===== config.mk =====
export PLATFORM = sky130hd
export DESIGN_NAME = wfg_record_spi
export DESIGN_NICKNAME = d
export VERILOG_FILES = /design/src/rtl/wfg_record_spi_pkg.sv /design/src/rtl/wfg_record_spi_fifo.sv /design/src/rtl/wfg_record_spi.sv
export SDC_FILE = /design/constraint.sdc
export NUM_CORES = 1
export LEC_CHECK = 0
export CAP_MARGIN = 20
export CORE_MARGIN = 4
export CORE_UTILIZATION = 57
export CTS_CLUSTER_DIAMETER = 60
export DETAILED_ROUTE_END_ITERATION = 7
export GPL_ROUTABILITY_DRIVEN = 0
export PLACE_DENSITY = 0.76
export SYNTH_ARGS = -nofsm -noshare
export SYNTH_HDL_FRONTEND = slang
export SYNTH_SLANG_ARGS = --single-unit

===== constraint.sdc =====
create_clock -name wb_clk_i -period 2.9 [get_ports wb_clk_i]
set_input_delay 0.58 -clock wb_clk_i [delete_from_list [all_inputs] [get_ports wb_clk_i]]
set_output_delay 0.58 -clock wb_clk_i [all_outputs]
set_load 0.01 [all_outputs]

===== src/rtl/wfg_record_spi_pkg.sv =====
// wfg_record_spi_pkg: shared FSM state, word-length encoding and
// synchronizer depth for the SPI recorder.
package wfg_record_spi_pkg;

   localparam int SYNC_STAGES = 2;

   typedef enum logic {
      IDLE  = 1'b0,
      SHIFT = 1'b1
   } state_t;

   typedef enum logic [1:0] {
      DFF_8  = 2'd0,
      DFF_16 = 2'd1,
      DFF_24 = 2'd2,
      DFF_32 = 2'd3
   } dff_t;

   // Index of the last bit of a word (word length minus one).
   function automatic logic [4:0] word_last_bit(input dff_t dff);
      logic [4:0] last;
      case (dff)
         DFF_8:   last = 5'd7;
         DFF_16:  last = 5'd15;
         DFF_24:  last = 5'd23;
         default: last = 5'd31;
      endcase
      return last;
   endfunction

endpackage


===== src/rtl/wfg_record_spi_fifo.sv =====
// wfg_record_spi_fifo: output stage. DEPTH == 1 is a register slice that
// can reload in the cycle it is drained; larger depths are a plain FIFO
// that is full when DEPTH entries are held.
module wfg_record_spi_fifo #(
   parameter int DEPTH = 1,
   parameter int WIDTH = 33
) (
   input  logic             clk,
   input  logic             srst,
   input  logic             push,
   input  logic [WIDTH-1:0] push_data,
   input  logic             pop_ready,
   output logic             out_valid,
   output logic [WIDTH-1:0] out_data,
   output logic             full
);

   generate
      if (DEPTH == 1) begin : g_slice
         logic             valid_reg;
         logic [WIDTH-1:0] data_reg;

         assign full      = valid_reg && !pop_ready;
         assign out_valid = valid_reg;
         assign out_data  = data_reg;

         // Single-entry slice: load when empty or being drained, else hold.
         always_ff @(posedge clk) begin
            if (srst) begin
               valid_reg <= 1'b0;
               data_reg  <= '0;
            end else if (push && !full) begin
               valid_reg <= 1'b1;
               data_reg  <= push_data;
            end else if (valid_reg && pop_ready) begin
               valid_reg <= 1'b0;
            end
         end
      end else begin : g_fifo
         localparam int AW = $clog2(DEPTH);
         localparam logic [AW:0] CNT_FULL = (AW+1)'(DEPTH);

         logic [WIDTH-1:0] mem [DEPTH];
         logic [AW-1:0]    wr_ptr_reg;
         logic [AW-1:0]    rd_ptr_reg;
         logic [AW:0]      count_reg;
         logic             push_ok;
         logic             pop;

         assign full      = (count_reg == CNT_FULL);
         assign out_valid = (count_reg != '0);
         assign push_ok   = push && !full;
         assign pop       = out_valid && pop_ready;
         assign out_data  = out_valid ? mem[rd_ptr_reg] : '0;

         // Storage array, written at the tail.
         always_ff @(posedge clk) begin
            if (push_ok) begin
               mem[wr_ptr_reg] <= push_data;
            end
         end

         // Pointers wrap naturally because DEPTH is a power of two.
         always_ff @(posedge clk) begin
            if (srst) begin
               wr_ptr_reg <= '0;
               rd_ptr_reg <= '0;
               count_reg  <= '0;
            end else begin
               if (push_ok) begin
                  wr_ptr_reg <= wr_ptr_reg + AW'(1);
               end
               if (pop) begin
                  rd_ptr_reg <= rd_ptr_reg + AW'(1);
               end
               case ({push_ok, pop})
                  2'b10:   count_reg <= count_reg + (AW+1)'(1);
                  2'b01:   count_reg <= count_reg - (AW+1)'(1);
                  default: count_reg <= count_reg;
               endcase
            end
         end
      end
   endgenerate

endmodule


===== src/rtl/wfg_record_spi.sv =====
// wfg_record_spi: SPI slave receiver that turns CS-framed serial words into
// AXI-stream beats (tlast marks the final word of a frame).
// Define WFG_RECORD_SPI_FIFO_EN to use a FIFO_DEPTH-entry output FIFO;
// otherwise the output stage is a single register slice.
module wfg_record_spi #(
   parameter int AXIS_DATA_WIDTH = 32,
   parameter int FIFO_DEPTH      = 4
) (
   input  logic                       wb_clk_i,
   input  logic                       wb_rst_i,
   input  logic                       cfg_en_i,
   input  logic                       cfg_cpol_i,
   input  logic                       cfg_cpha_i,
   input  logic                       cfg_lsbfirst_i,
   input  logic [1:0]                 cfg_dff_i,
   input  logic                       wfg_record_spi_sclk_i,
   input  logic                       wfg_record_spi_cs_ni,
   input  logic                       wfg_record_spi_sdi_i,
   input  logic                       wfg_axis_tready_i,
   output logic                       wfg_axis_tvalid_o,
   output logic                       wfg_axis_tlast_o,
   output logic [AXIS_DATA_WIDTH-1:0] wfg_axis_tdata_o,
   output logic                       overflow_o,
   output logic                       frame_err_o
);
   import wfg_record_spi_pkg::*;

`ifdef WFG_RECORD_SPI_FIFO_EN
   localparam bit FIFO_EN = 1'b1;
`else
   localparam bit FIFO_EN = 1'b0;
`endif
   localparam int OUT_DEPTH = FIFO_EN ? FIFO_DEPTH : 1;
   localparam int B_CS = 2, B_SCLK = 1, B_SDI = 0;

   // Synchronizer chains: stages 0..SYNC_STAGES-1 resolve metastability,
   // stage SYNC_STAGES is the history flop for edge detection.
   logic [2:0]           stage_reg [SYNC_STAGES+1];
   logic [2:0]           sync_rst_val;
   logic [SYNC_STAGES:0] primed_reg;
   logic                 primed, cs_rise, cs_fall, sclk_rise, sclk_fall, sample_edge, sdi_bit;

   assign sync_rst_val = {1'b1, cfg_cpol_i, 1'b0};

   // Shift the async inputs through the chain; primed_reg tracks when every
   // stage holds a real sample so reset values never look like an edge.
   always_ff @(posedge wb_clk_i) begin
      if (wb_rst_i) begin
         for (int s = 0; s <= SYNC_STAGES; s++) stage_reg[s] <= sync_rst_val;
         primed_reg <= '0;
      end else begin
         stage_reg[0] <= {wfg_record_spi_cs_ni, wfg_record_spi_sclk_i, wfg_record_spi_sdi_i};
         for (int s = 1; s <= SYNC_STAGES; s++) stage_reg[s] <= stage_reg[s-1];
         primed_reg <= {primed_reg[SYNC_STAGES-1:0], 1'b1};
      end
   end

   assign primed    = primed_reg[SYNC_STAGES];
   assign cs_fall   = primed &  stage_reg[SYNC_STAGES][B_CS]   & ~stage_reg[SYNC_STAGES-1][B_CS];
   assign cs_rise   = primed & ~stage_reg[SYNC_STAGES][B_CS]   &  stage_reg[SYNC_STAGES-1][B_CS];
   assign sclk_fall = primed &  stage_reg[SYNC_STAGES][B_SCLK] & ~stage_reg[SYNC_STAGES-1][B_SCLK];
   assign sclk_rise = primed & ~stage_reg[SYNC_STAGES][B_SCLK] &  stage_reg[SYNC_STAGES-1][B_SCLK];
   // Data is taken from the sample just before the detected clock edge.
   assign sdi_bit   = stage_reg[SYNC_STAGES][B_SDI];

   state_t                     state_reg, state_next;
   dff_t                       dff_reg, dff_next;
   logic                       sample_rise_reg, sample_rise_next;
   logic                       lsb_reg, lsb_next;
   logic [4:0]                 cnt_reg, cnt_next, last_bit, bit_idx;
   logic [AXIS_DATA_WIDTH-1:0] shift_reg, shift_next, pend_reg, pend_next, word_asm;
   logic                       pend_valid_reg, pend_valid_next;
   logic                       overflow_reg, overflow_next, frame_err_reg, frame_err_next;
   logic                       stage_push, stage_last, stage_full;
   logic [AXIS_DATA_WIDTH:0]   stage_data;

   assign sample_edge = sample_rise_reg ? sclk_rise : sclk_fall;
   assign last_bit    = word_last_bit(dff_reg);
   assign bit_idx     = lsb_reg ? cnt_reg : (last_bit - cnt_reg);

   // Receiver state register; config is held here for the whole frame.
   always_ff @(posedge wb_clk_i) begin
      if (wb_rst_i) begin
         state_reg       <= IDLE;
         dff_reg         <= DFF_8;
         sample_rise_reg <= 1'b1;
         lsb_reg         <= 1'b0;
         cnt_reg         <= '0;
         shift_reg       <= '0;
         pend_reg        <= '0;
         pend_valid_reg  <= 1'b0;
         overflow_reg    <= 1'b0;
         frame_err_reg   <= 1'b0;
      end else begin
         state_reg       <= state_next;
         dff_reg         <= dff_next;
         sample_rise_reg <= sample_rise_next;
         lsb_reg         <= lsb_next;
         cnt_reg         <= cnt_next;
         shift_reg       <= shift_next;
         pend_reg        <= pend_next;
         pend_valid_reg  <= pend_valid_next;
         overflow_reg    <= overflow_next;
         frame_err_reg   <= frame_err_next;
      end
   end

   // Next-state, bit assembly and push decisions.
   always_comb begin
      state_next        = state_reg;
      dff_next          = dff_reg;
      sample_rise_next  = sample_rise_reg;
      lsb_next          = lsb_reg;
      cnt_next          = cnt_reg;
      shift_next        = shift_reg;
      pend_next         = pend_reg;
      pend_valid_next   = pend_valid_reg;
      overflow_next     = overflow_reg;
      frame_err_next    = frame_err_reg;
      stage_push        = 1'b0;
      stage_last        = 1'b0;
      word_asm          = shift_reg;
      word_asm[bit_idx] = sdi_bit;
      case (state_reg)
         IDLE: begin
            if (cfg_en_i && cs_fall) begin
               state_next       = SHIFT;
               dff_next         = dff_t'(cfg_dff_i);
               sample_rise_next = (cfg_cpol_i == cfg_cpha_i);
               lsb_next         = cfg_lsbfirst_i;
               cnt_next         = '0;
               shift_next       = '0;
               pend_valid_next  = 1'b0;
            end
         end
         SHIFT: begin
            if (!cfg_en_i) begin
               state_next      = IDLE;
               cnt_next        = '0;
               shift_next      = '0;
               pend_next       = '0;
               pend_valid_next = 1'b0;
            end else if (cs_rise) begin
               // End of frame wins over a coincident sample edge.
               state_next      = IDLE;
               cnt_next        = '0;
               shift_next      = '0;
               pend_valid_next = 1'b0;
               stage_push      = pend_valid_reg;
               stage_last      = 1'b1;
               if (cnt_reg != '0) frame_err_next = 1'b1;
            end else if (sample_edge) begin
               stage_push      = pend_valid_reg;
               pend_valid_next = 1'b0;
               if (cnt_reg == last_bit) begin
                  pend_next       = word_asm;
                  pend_valid_next = 1'b1;
                  cnt_next        = '0;
                  shift_next      = '0;
               end else begin
                  shift_next = word_asm;
                  cnt_next   = cnt_reg + 5'd1;
               end
            end
         end
         default: state_next = IDLE;
      endcase
      if (stage_push && stage_full) overflow_next = 1'b1;
      if (!cfg_en_i) begin
         overflow_next  = 1'b0;
         frame_err_next = 1'b0;
      end
   end

   wfg_record_spi_fifo #(
      .DEPTH (OUT_DEPTH),
      .WIDTH (AXIS_DATA_WIDTH + 1)
   ) u_out (
      .clk       (wb_clk_i),
      .srst      (wb_rst_i),
      .push      (stage_push),
      .push_data ({stage_last, pend_reg}),
      .pop_ready (wfg_axis_tready_i),
      .out_valid (wfg_axis_tvalid_o),
      .out_data  (stage_data),
      .full      (stage_full)
   );

   assign wfg_axis_tdata_o = stage_data[AXIS_DATA_WIDTH-1:0];
   assign wfg_axis_tlast_o = stage_data[AXIS_DATA_WIDTH];
   assign overflow_o       = overflow_reg;
   assign frame_err_o      = frame_err_reg;

endmodule


Word-level counts from Yosys, hierarchy flattened
Memory sizes are Yosys's and may differ from the RTL's.
Index checks and enable logic that the tools add are counted.

storage, ports and cells
  input bits = 12
  bits in read-only memories = 0
  flip-flop bits (word level) = 114
  bits in writable memories = 9
  word-level logic and storage cells = 109
  memories kept = 1
  latch bits = 0

memories
  name       depth  bits a word  rd ports  clocked after Yosys merged registers in  wr ports  RTL line              RTL
  stage_reg  3      3            3         0                                        3         wfg_record_spi.sv:38  logic [2:0] stage_reg [SYNC_STAGES+1];

cells by class
  reduce and logical (&&, ||, !) cells = 16
  bitwise gates (word level) = 17
  $mul = 0
  $add $sub $neg = 2
  mux-type cells = 48
  eq/ne operators = 9
  shift-type cells = 0
  div/mod/pow operators = 0
  $lt $le $gt $ge = 2

operators by type and width
  operator             count
  $mux 32              9
  $pmux 32 s2          1
  $bwmux 32            1
  $mux 5               6
  $mux 1               23
  $pmux 5 s3           1
  $pmux 5 s2           1
  $mux 3               3
  $and 1x1->1          8
  $logic_and 1x1->1    6
  $lt 5x6->1 const B   1
  $not 1->1            6
  $add 5x1->5 const B  1
  $demux 1 s5          1
  $eq 5x5->1           1
  $ge 5x1->1 const B   1
  $reduce_bool 5->1    1
  $sub 5x5->5          1
  $ne 2x1->1 const B   2
  $ne 2x2->1 const B   2
  $ne 4x4->1 const B   1
  $pmux 1 s2           2
  $reduce_and 2->1     2
  $reduce_and 4->1     1
  9 further kinds      12

Depth between registers and ports, before layout
Gate-level depths: netlist of the first run.

  depth in word-level cells = 14
  depth in mapped cells = 9
  gate-level depth less buffers = 7

Modules after synthesis
From an unflattened synthesis of the first run, not the netlist that was laid out.

second synthesis, totals
  cell total of the unflattened synthesis = 623
  area, all modules = 5728.0 µm²

by module, submodules not included
  module               area an instance (µm²)  cells an instance  sequential area each (µm²)  instances
  wfg_record_spi       4174.0                  475                1781.7                      1
  wfg_record_spi_fifo  1554.0                  148                680.7                       1

Worst setup path after synthesis of the first run
No wires, ideal clock.

  kind = reg2reg
  start = register dff_reg[0]
  end = register shift_reg[15]
  required time = 2.841 ns
  setup time = 0.059 ns
  setup slack = 0.801 ns
  cell stages (with the launch flop) = 10
  buffers on the path = 2
  clock period less this slack = 2.099 ns
  arrival time = 2.040 ns
  path through = dfxtp_1 > inv_1 > ha_1 > and3_1 > a211o_1 > or3_1 > buf_6 > buf_6 > o22ai_1 > a22o_1

on the way
  longest elaborated chain between the ends = 14

RTL lines
  what                                                            RTL line                  RTL
  from (decl)                                                     wfg_record_spi.sv:67      dff_t dff_reg, dff_next;
  from (signal assigned)                                          wfg_record_spi.sv:96      dff_reg <= dff_next;
  $eq 2x2->1 (tied with other cells)                              wfg_record_spi_pkg.sv:22  case (dff)
  $pmux 5 s3 *                                                    wfg_record_spi_pkg.sv:22
  $sub 5x5->5                                                     wfg_record_spi.sv:79      assign bit_idx = lsb_reg ? cnt_reg : (last_bit - cnt_reg);
  $mux 5                                                          wfg_record_spi.sv:79
  $lt 5x6->1 (implied by the code) or $ge 5x1->1 (tied branches)  wfg_record_spi.sv:123     word_asm[bit_idx] = sdi_bit;
  $logic_and 1x1->1 (implied by the code)                         wfg_record_spi.sv:123
  $mux 1 (implied by the code)                                    wfg_record_spi.sv:123
  $demux 1 s5                                                     wfg_record_spi.sv:123
  $bwmux 32                                                       wfg_record_spi.sv:123
  $mux 32 *                                                       wfg_record_spi.sv:155     if (cnt_reg == last_bit) begin
  $mux 32 *                                                       wfg_record_spi.sv:152     end else if (sample_edge) begin
  $mux 32 *                                                       wfg_record_spi.sv:143     end else if (cs_rise) begin
  $mux 32 *                                                       wfg_record_spi.sv:137     if (!cfg_en_i) begin
  $pmux 32 s2 *                                                   wfg_record_spi.sv:124     case (state_reg)
  to (signal assigned)                                            wfg_record_spi.sv:100     shift_reg <= shift_next;
  to (decl)                                                       wfg_record_spi.sv:71      logic [AXIS_DATA_WIDTH-1:0] shift_reg, shift_next, pend_reg, pend_next, word_asm;

Mark *: on every way between the ends. The rest lies on a longest branch, timed or not. The select of a mux whose other input is x is not followed.
A chain may end at the register's enable or synchronous reset.

Final worst setup path of the first run
  start = register dff_reg[0]
  end = register shift_reg[1]

Same word-level chain as after synthesis.

==> flow_metrics.tcl, run 1 <==
set metrics [dict create \
    multi_input_area_sq_um 2410 \
    post_cts_buffers 0 \
    cts_resized 0 \
    max_freq_mhz 387 \
    synth_xor_area_share_pct 0.951 \
    largest_reg_flops 33 \
    arrival_ns 3.04 \
    drt_iter0_markers 199 \
    cts-htree-levels 4 \
    dp_hpwl_um 7410 \
    seq_area_sq_um 2460 \
    vias_per_cell 5.87 \
    synth_area_leaders "dfxtp_1 48%, nand2_1 8.6%, a21oi_1 5.9%, mux2i_1 5.7%, a22o_1 3.4%" \
    muxShareOfSynthArea_pct 5.66 \
    switching_share_pct 21.3 \
    worstSkewPairLatency_ns 0.52 \
    drive_gt1_share_pct 10.4 \
    worst_pin_slew_ns 0.766 \
    ys_seq_elements 123 \
    area_growth_pct 21.7 \
    grt_usage_pct 22.4 \
    dieArea_sq_um 10600 \
    layout_common_cells "123 x dfxtp_1, 118 x nand2_1, 61 x a21oi_1" \
    fin_crit_ns 2.59 \
    antenna_cells 0 \
    antenna_left 0 \
    die_height_um 103 \
    seqPwrFrac_pct 43.7 \
    grt_max_degree 47 \
    gr-total-overflow 0 \
    fin_hold_ws_ns 0.386 \
    p_sw_w 0.000832 \
    routed_wl_um 11400 \
    ys.flop_type "dfxtp_1" \
    clk_pin_slew_worst_paths_ns 0.06 \
    synthSimpleGateAreaFrac_pct 17.6 \
    antenna_found_initial 0 \
    ys_seq_area_share_pct 48.0 \
    p_clk_share_pct 54.2 \
    cap_violations 0 \
    crit_chain "inv_1 > ha_1 > and3_1 > a211o_1 > or3_1 > nor2_8 > a22o_1" \
    hold_violations 0 \
    start_util_pct 58.8 \
    row_count 34 \
    crit_slowest_cell "or3_1" \
    power_frac_comb_pct 2.1 \
    synth_cell_types 53 \
    wl_per_cell_um 15.5 \
    place.port_buffers 47 \
    drc 0 \
    path_max_fanout 18 \
    nFillCells 684 \
    status "finished, final reports clean" \
    synth_nets 587 \
    first_global_vias 4046 \
    synthArstFlopShare_pct 0 \
    cp-end-kind "flip-flop" \
    fin_nets 630 \
    synth_cells 572 \
    drt_pass1_iterations 7 \
    root_buffer "clkbuf_8" \
    cts_hold_buffers 0 \
    cts_sinks 123 \
    vdd_drop_max_mv 0.354 \
    vias 4322 \
    cts_buffer_depth 2 \
    post-route-period-util_pct 89.2 \
    synth_top_family_by_area "compound AO/OA/AOI/OAI gates" \
    rsz0062_at_grt "false" \
    crit_type "flip-flop to flip-flop" \
    hold_class "input pin to flip-flop" \
    cp_data_required_time_ns 3.36 \
    coreArea_sq_um 8720 \
    synth_edf_count 0 \
    setup_violations 0 \
    synthAdderAreaFrac_pct 0.732 \
    p_int_w 0.00307 \
    maxSlewHeadroom_pct 48.9 \
    yosys_warnings 0 \
    powerDensity_nw_per_um2 625 \
    grt_pass1_wl_um 18800 \
    pre_cts_ws_ns 0.185 \
    dieWidth_um 103 \
    synth_area_leader_cell "dfxtp_1" \
    tns_ns 0 \
    start_kind "flip-flop" \
    netlist.area_leader.share_pct 48.0 \
    cts_buffers 17 \
    synth_compound_area_share_pct 22.0 \
    syn_area_sq_um 5130 \
    layout_commonest_cell "dfxtp_1" \
    slowest_delay_ns 0.65 \
    leakagePower_nw 2.25 \
    fin_skew_ns 0.00769 \
    synth_area_per_cell_sq_um 8.97 \
    ioPinCount 48 \
    cts_tree "done" \
    final_max_slew_viol_count 0 \
    finalWorstSetupSlack_ns 0.314 \
]
==> through the flow <==
| stage | instance area (sq um) | utilization [%] | std cells | total power (W) |
|---|---|---|---|---|
| 6_report | 6240 | 71.6 | 736 | 0.00390 |
| 5_1_grt | 6240 | 71.6 | 736 | 0.00402 |
| 4_1_cts | 6230 | 71.5 | 735 | 0.00392 |
| 3_3_place_gp | 5640 | 64.6 | 703 | 0.00182 |
| 2_1_floorplan | 5130 | - | 572 | 0.00179 |
| 3_5_place_dp | 5640 | 64.6 | 703 | 0.00182 |
==> power by group through the flow <==
| stage | Clock [W] | Sequential, W | Combinational, W |
|---|---|---|---|
| floorplan | 0 | 0.00174 | 0.0000504 |
| global placement | 0 | 0.00174 | 0.0000772 |
| detailed placement | 0 | 0.00174 | 0.0000808 |
| CTS | 0.00214 | 0.00170 | 0.0000814 |
| global route | 0.00222 | 0.00170 | 0.0000917 |
| finish | 0.00211 | 0.00170 | 0.0000830 |
==> per-layer routing <==
layer  up-vias  part of all wire, %  global-route usage, %
met2       115                   49                   37.5
met1      2063                   46                   28.5
met4         0                  1.1                   7.97
met3        16                  4.6                   4.74
met5         -                    0                      0
li1       2128                    -                      -
==> path summary, 6_finish.rpt <==
path,startpoint,end,slack [ns],depth (start not counted)
max,dff_reg[0],shift_reg[1],0.31,7
min,wb_rst_i,u_out.out_data[32],0.39,2
max reg2reg,dff_reg[0],shift_reg[1],0.31,7
min reg2reg,stage_reg[0][2],stage_reg[0][5],0.41,1
==> critical path, delay by kind of cell, from the launching register on <==
| family | cells | cell delay, ns |
|---|---|---|
| flip-flops | 1 | 0.33 |
| adder cells (fa/ha/maj) | 1 | 0.40 |
| AO/OA/AOI/OAI | 2 | 0.52 |
| buffers and inverters | 1 | 0.05 |
| AND/OR/NAND/NOR | 3 | 1.22 |
==> Yosys cell counts (2+ instances only) <==
| cell | number |
|---|---|
| a21o_1 | 2 |
| a21oi_1 | 61 |
| a22o_1 | 20 |
| a31oi_1 | 4 |
| and3b_1 | 2 |
| buf_1 | 3 |
| buf_2 | 7 |
| buf_6 | 8 |
| clkbuf_1 | 22 |
| dfxtp_1 | 123 |
| ha_1 | 3 |
| inv_1 | 11 |
| mux2i_1 | 29 |
| nand2_1 | 118 |
| nand2b_1 | 4 |
| nand3_1 | 7 |
| nand3b_1 | 5 |
| nand4_1 | 6 |
| nand4b_1 | 4 |
| nor2_1 | 11 |
| nor2b_1 | 9 |
| nor3_1 | 2 |
| nor4_1 | 2 |
| o21ai_0 | 21 |
| o21ai_1 | 20 |
| o22ai_1 | 16 |
| o2bb2ai_1 | 14 |
| o2bb2ai_2 | 2 |
| o32a_1 | 4 |
| o41ai_2 | 3 |
| or2_2 | 5 |
| or4_1 | 2 |
| xor2_1 | 2 |
==> logic make-up after synthesis <==
kind of cell / after synthesis
compound gates: 174
xor+xnor: 4
fa+ha+maj: 3
buf+inv: 51
flops: 123
mux: 29
simple gates: 188
==> final cells by class <==
type | count | share of cell area (%)
clock buffer | 19 | 6.91
clock inverter | 13 | 2.66
inverter | 11 | 0.661
multi-input combinational | 398 | 38.6
sequential | 123 | 39.4
tap | 108 | 2.16
timing repair buffer | 64 | 9.56
Note: power is estimated with default switching activity, not from simulation.
==> run 2, diff against run 1 <==
--- a/config.mk
+++ b/config.mk
@@ -6,7 +6,6 @@
 export NUM_CORES = 1
 export LEC_CHECK = 0
 export CAP_MARGIN = 20
-export CORE_MARGIN = 4
 export CORE_UTILIZATION = 57
 export CTS_CLUSTER_DIAMETER = 60
 export DETAILED_ROUTE_END_ITERATION = 7
==> run 2 against run 1 <==
Against the previous run:
- design area decreased by 0.86%
- sequential power about the same
- critical path depth unchanged
- utilization decreased by 0.62 points
- clock power decreased by 8%
- largest power group unchanged
==> flow_metrics.tcl, run 2 (same netlist as run 1, synthesis figures left out) <==
set metrics [dict create \
    fin_crit_ns 2.60 \
    critPathBufInv 2 \
    die_height_um 96.9 \
    slowest_delay_ns 0.65 \
    vdd_drop_max_mv 0.335 \
    p_int_w 0.00288 \
    wl_per_cell_um 15.5 \
    multi_input_area_sq_um 2410 \
    gr-total-overflow 0 \
    row_count 34 \
    arrival_ns 3.04 \
    hold_violations 0 \
    worstSkewPairLatency_ns 0.51 \
    power_frac_comb_pct 2.2 \
    nFillCells 667 \
    layout_commonest_cell "dfxtp_1" \
    grt_usage_pct 25.3 \
    seqPwrFrac_pct 45.6 \
    endpoint "shift_reg[30]" \
    finalWorstSetupSlack_ns 0.296 \
    r2r_start "dff_reg[0]" \
    cp_data_required_time_ns 3.33 \
    crit_slowest_cell "or3_1" \
    root_buffer "clkbuf_8" \
    dp_hpwl_um 7480 \
    tns_ns 0 \
    cts_buffer_depth 2 \
    vias_per_cell 5.88 \
    routed_wl_um 11400 \
    leakagePower_nw 2.23 \
    max_freq_mhz 384 \
    status "finished, final reports clean" \
    cap_violations 0 \
    pre_cts_ws_ns 0.0927 \
    drc 0 \
    cts_hold_buffers 0 \
    cts_resized 0 \
    grt_pass1_wl_um 19300 \
    powerDensity_nw_per_um2 603 \
    post_cts_buffers 0 \
    grt_max_degree 36 \
    crit_chain "inv_1 > ha_1 > and3_1 > a211o_1 > or3_1 > buf_4 > o2bb2ai_1" \
    reg2reg_setup_slack_ns 0.30 \
    p_sw_w 0.000852 \
    cts_sinks 123 \
    area_growth_pct 20.7 \
    layout_common_cells "123 x dfxtp_1, 118 x nand2_1, 61 x a21oi_1" \
    coreArea_sq_um 8720 \
    maxSlewHeadroom_pct 49.9 \
    largest_reg_flops 33 \
    place.port_buffers 47 \
    antenna_left 0 \
    clk_pin_slew_worst_paths_ns 0.06 \
    drt_iter0_markers 247 \
    fin_nets 629 \
    cp.depth 7 \
    dieWidth_um 96.9 \
    drt_pass1_iterations 6 \
    first_global_vias 4037 \
    post-route-period-util_pct 89.8 \
    crit_path_start "dff_reg[0]" \
    hold_class "flip-flop to flip-flop" \
    cp-end-kind "flip-flop" \
    dieArea_sq_um 9390 \
    cts-htree-levels 4 \
    r2r_end "shift_reg[30]" \
    worst_pin_slew_ns 0.752 \
    fin_hold_ws_ns 0.414 \
    antenna_found_initial 0 \
    placed_cell_area_sq_um 5630 \
    place_inst 702 \
    finalNonFillerCells 735 \
    p_clk_share_pct 52.2 \
    fin_skew_ns 0.0101 \
    antenna_cells 0 \
    ioPinCount 48 \
    cts_buffers 17 \
    seq_area_sq_um 2460 \
    start_kind "flip-flop" \
    cts_tree "done" \
    final_max_slew_viol_count 0 \
    vias 4323 \
    critPathTopFamily "simple AND/OR/NAND/NOR gates" \
    drive_gt1_share_pct 10.4 \
    crit_type "flip-flop to flip-flop" \
    setup_violations 0 \
    rsz0062_at_grt "false" \
    r2r_cells 7 \
    final_area_sq_um 6190 \
    switching_share_pct 22.8 \
    path_max_fanout 18 \
    start_util_pct 58.8 \
]
[run 2: cell types whose count changed in the layout (fill, tap and decap cells not counted), sizes merged]
cell      previous run  this run
inv                 13        16
clkbuf              19        17
clkinv               5         7
bufinv               3         1
clkinvlp             3         2
buf                 18        17
[run 2: final cells by class]
| class | instances | share of cell area [%] |
|---|---|---|
| sequential | 123 | 39.8 |
| tap | 108 | 2.18 |
| clock buffer | 17 | 6.69 |
| timing repair buffer | 63 | 9.46 |
| clock inverter | 15 | 2.28 |
| multi-input combinational | 398 | 38.9 |
| inverter | 11 | 0.667 |
[run 2: power groups by stage]
stage,sequential [W],clock (W),combinational [W]
finish,0.00170,0.00195,0.0000817
global route,0.00170,0.00205,0.0000889
CTS,0.00170,0.00198,0.0000803
detailed placement,0.00174,0,0.0000790
global placement,0.00174,0,0.0000763
floorplan,0.00174,0,0.0000504
[run 2: worst min path at each step]
stage                    startpoint              end  slack, ns  cells past startpoint
floorplan           stage_reg[0][2]  stage_reg[0][5]       0.39                      1
global placement    stage_reg[0][2]  stage_reg[0][5]       0.39                      1
detailed placement  stage_reg[0][2]  stage_reg[0][5]       0.40                      1
CTS                 stage_reg[0][2]  stage_reg[0][5]       0.42                      1
global route        stage_reg[0][2]  stage_reg[0][5]       0.44                      1
finish              stage_reg[0][2]  stage_reg[0][5]       0.41                      1
[run 2: stage by stage]
step,util [%],total power [W]
CTS,70.9,0.00376
global placement,64.5,0.00182
floorplan,-,0.00179
finish,71.0,0.00373
global route,71.0,0.00385
detailed placement,64.5,0.00182
[run 2: layer usage]
layer | share of wire (%) | wire length [um] | GRT usage (%)
met2 | 50 | 5660 | 41.7
met1 | 45 | 5110 | 32.1
met4 | 1.5 | 176 | 9.30
met5 | 0 | 0 | 0
met3 | 4.1 | 473 | 6.14
==> run 3, diff against run 2 <==
--- a/config.mk
+++ b/config.mk
@@ -6,6 +6,7 @@
 export NUM_CORES = 1
 export LEC_CHECK = 0
 export CAP_MARGIN = 20
+export CORE_MARGIN = 3
 export CORE_UTILIZATION = 57
 export CTS_CLUSTER_DIAMETER = 60
 export DETAILED_ROUTE_END_ITERATION = 7
==> run 3 against run 2 <==
Against the previous run:
- wire length grew 1.2%
- global-route usage shrank 0.92 points
- sequential power hardly changed
- total power grew 2.4%
- final cell count decreased by 0.27%
- clock power rose by 4%
- critical path type unchanged
- largest power group unchanged
==> flow_metrics.tcl, run 3 (same netlist as run 1, synthesis figures left out) <==
set metrics [dict create \
    layout_common_cells "123 x dfxtp_1, 118 x nand2_1, 61 x a21oi_1" \
    grt_max_degree 34 \
    dieWidth_um 101 \
    die_height_um 101 \
    cts_hold_buffers 0 \
    root_buffer "clkbuf_8" \
    routed_wl_um 11600 \
    min_from "stage_reg[0][2]" \
    antenna_found_initial 0 \
    setup_violations 0 \
    grt_usage_pct 24.4 \
    cp_data_required_time_ns 3.36 \
    fin_skew_ns 0.00913 \
    r2r_end "shift_reg[2]" \
    status "finished, final reports clean" \
    vias_per_cell 5.86 \
    antenna_cells 0 \
    r2r_start "dff_reg[0]" \
    row_count 33 \
    hold_violations 0 \
    coreArea_sq_um 8460 \
    place.port_buffers 47 \
    nFillCells 633 \
    start_util_pct 60.6 \
    post-route-period-util_pct 90.0 \
    cp-end-kind "flip-flop" \
    pre_cts_ws_ns 0.0969 \
    antenna_left 0 \
    cts-htree-levels 4 \
    max_freq_mhz 383 \
    min_path_cells 1 \
    cts_sinks 123 \
    largest_reg_flops 33 \
    finalWorstSetupSlack_ns 0.290 \
    crit_type "flip-flop to flip-flop" \
    cts_buffers 17 \
    first_global_vias 4112 \
    final_max_slew_viol_count 0 \
    rsz0062_at_grt "false" \
    area_growth_pct 21.4 \
    reg2reg_setup_slack_ns 0.29 \
    dieArea_sq_um 10200 \
    vdd_drop_max_mv 0.495 \
    fin_crit_ns 2.61 \
    cts_tree "done" \
    final_area_sq_um 6230 \
    arrival_ns 3.07 \
    drc 0 \
    start_kind "flip-flop" \
    worstSkewPairLatency_ns 0.52 \
    r2r_cells 7 \
    finalNonFillerCells 733 \
    ioPinCount 48 \
    path_max_fanout 18 \
    maxSlewHeadroom_pct 48.3 \
    dp_hpwl_um 7670 \
    fin_nets 630 \
    tns_ns 0 \
    layout_commonest_cell "dfxtp_1" \
    worst_pin_slew_ns 0.775 \
    drive_gt1_share_pct 10.5 \
    leakagePower_nw 2.25 \
    gr-total-overflow 0 \
    grt_pass1_wl_um 19700 \
    cts_buffer_depth 2 \
    drt_iter0_markers 261 \
    drt_pass1_iterations 5 \
    cts_resized 0 \
    worstHoldEndpoint "stage_reg[0][5]" \
    place_inst 700 \
    placed_cell_area_sq_um 5640 \
    vias 4292 \
    cap_violations 0 \
    hold_class "flip-flop to flip-flop" \
    post_cts_buffers 0 \
    wl_per_cell_um 15.8 \
    powerDensity_nw_per_um2 613 \
    clk_pin_slew_worst_paths_ns 0.06 \
]
[run 3: worst max-delay path by stage]
stage,start,to,slack (ns)
after floorplan,dff_reg[0],shift_reg[15],0.80
after global placement,cfg_en_i,shift_reg[11],0.17
after detailed placement,cfg_en_i,shift_reg[2],0.1
after CTS,dff_reg[0],shift_reg[5],0.30
after global routing,dff_reg[0],shift_reg[5],0.16
final,dff_reg[0],shift_reg[2],0.29
[run 3: layout make-up]
class	instances	area, sq um	area share, %
flip-flops and latches	123	2460	39.5
repair buffers	64	606	9.72
well taps	105	131	2.11
clock inverters	15	165	2.65
clock buffers	17	414	6.65
inverters	11	41.3	0.663
multi-input cells	398	2410	38.7
[run 3: power breakdown]
part           switching, W   total, W  internal [W]
logic             0.0000495  0.0000845     0.0000350
registers        0.00000465    0.00170       0.00170
clock network      0.000798    0.00203       0.00124
[run 3: through the flow]
| step | util (%) | hold slack [ns] | power (W) |
|---|---|---|---|
| final | 73.6 | 0.411 | 0.00382 |
| after global routing | 73.6 | 0.438 | 0.00394 |
| after CTS | 73.5 | 0.411 | 0.00385 |
| after detailed placement | 66.7 | 0.396 | 0.00182 |
| after global placement | 66.7 | 0.392 | 0.00182 |
| after floorplan | - | 0.389 | 0.00179 |
[run 3: per-layer routing]
metal / routed length [um] / global-route usage [%]
met5: 0 / 0
met4: 152 / 9.95
met1: 5240 / 30.7
met2: 5620 / 40.1
met3: 536 / 5.61
[run 3: critical path, cell delays in order (launching register included)]
cell	delay, ns
dfxtp_1	0.34
inv_1	0.05
ha_1	0.39
and3_1	0.23
a211o_1	0.33
or3_1	0.65
nor2_8	0.35
a22o_1	0.20
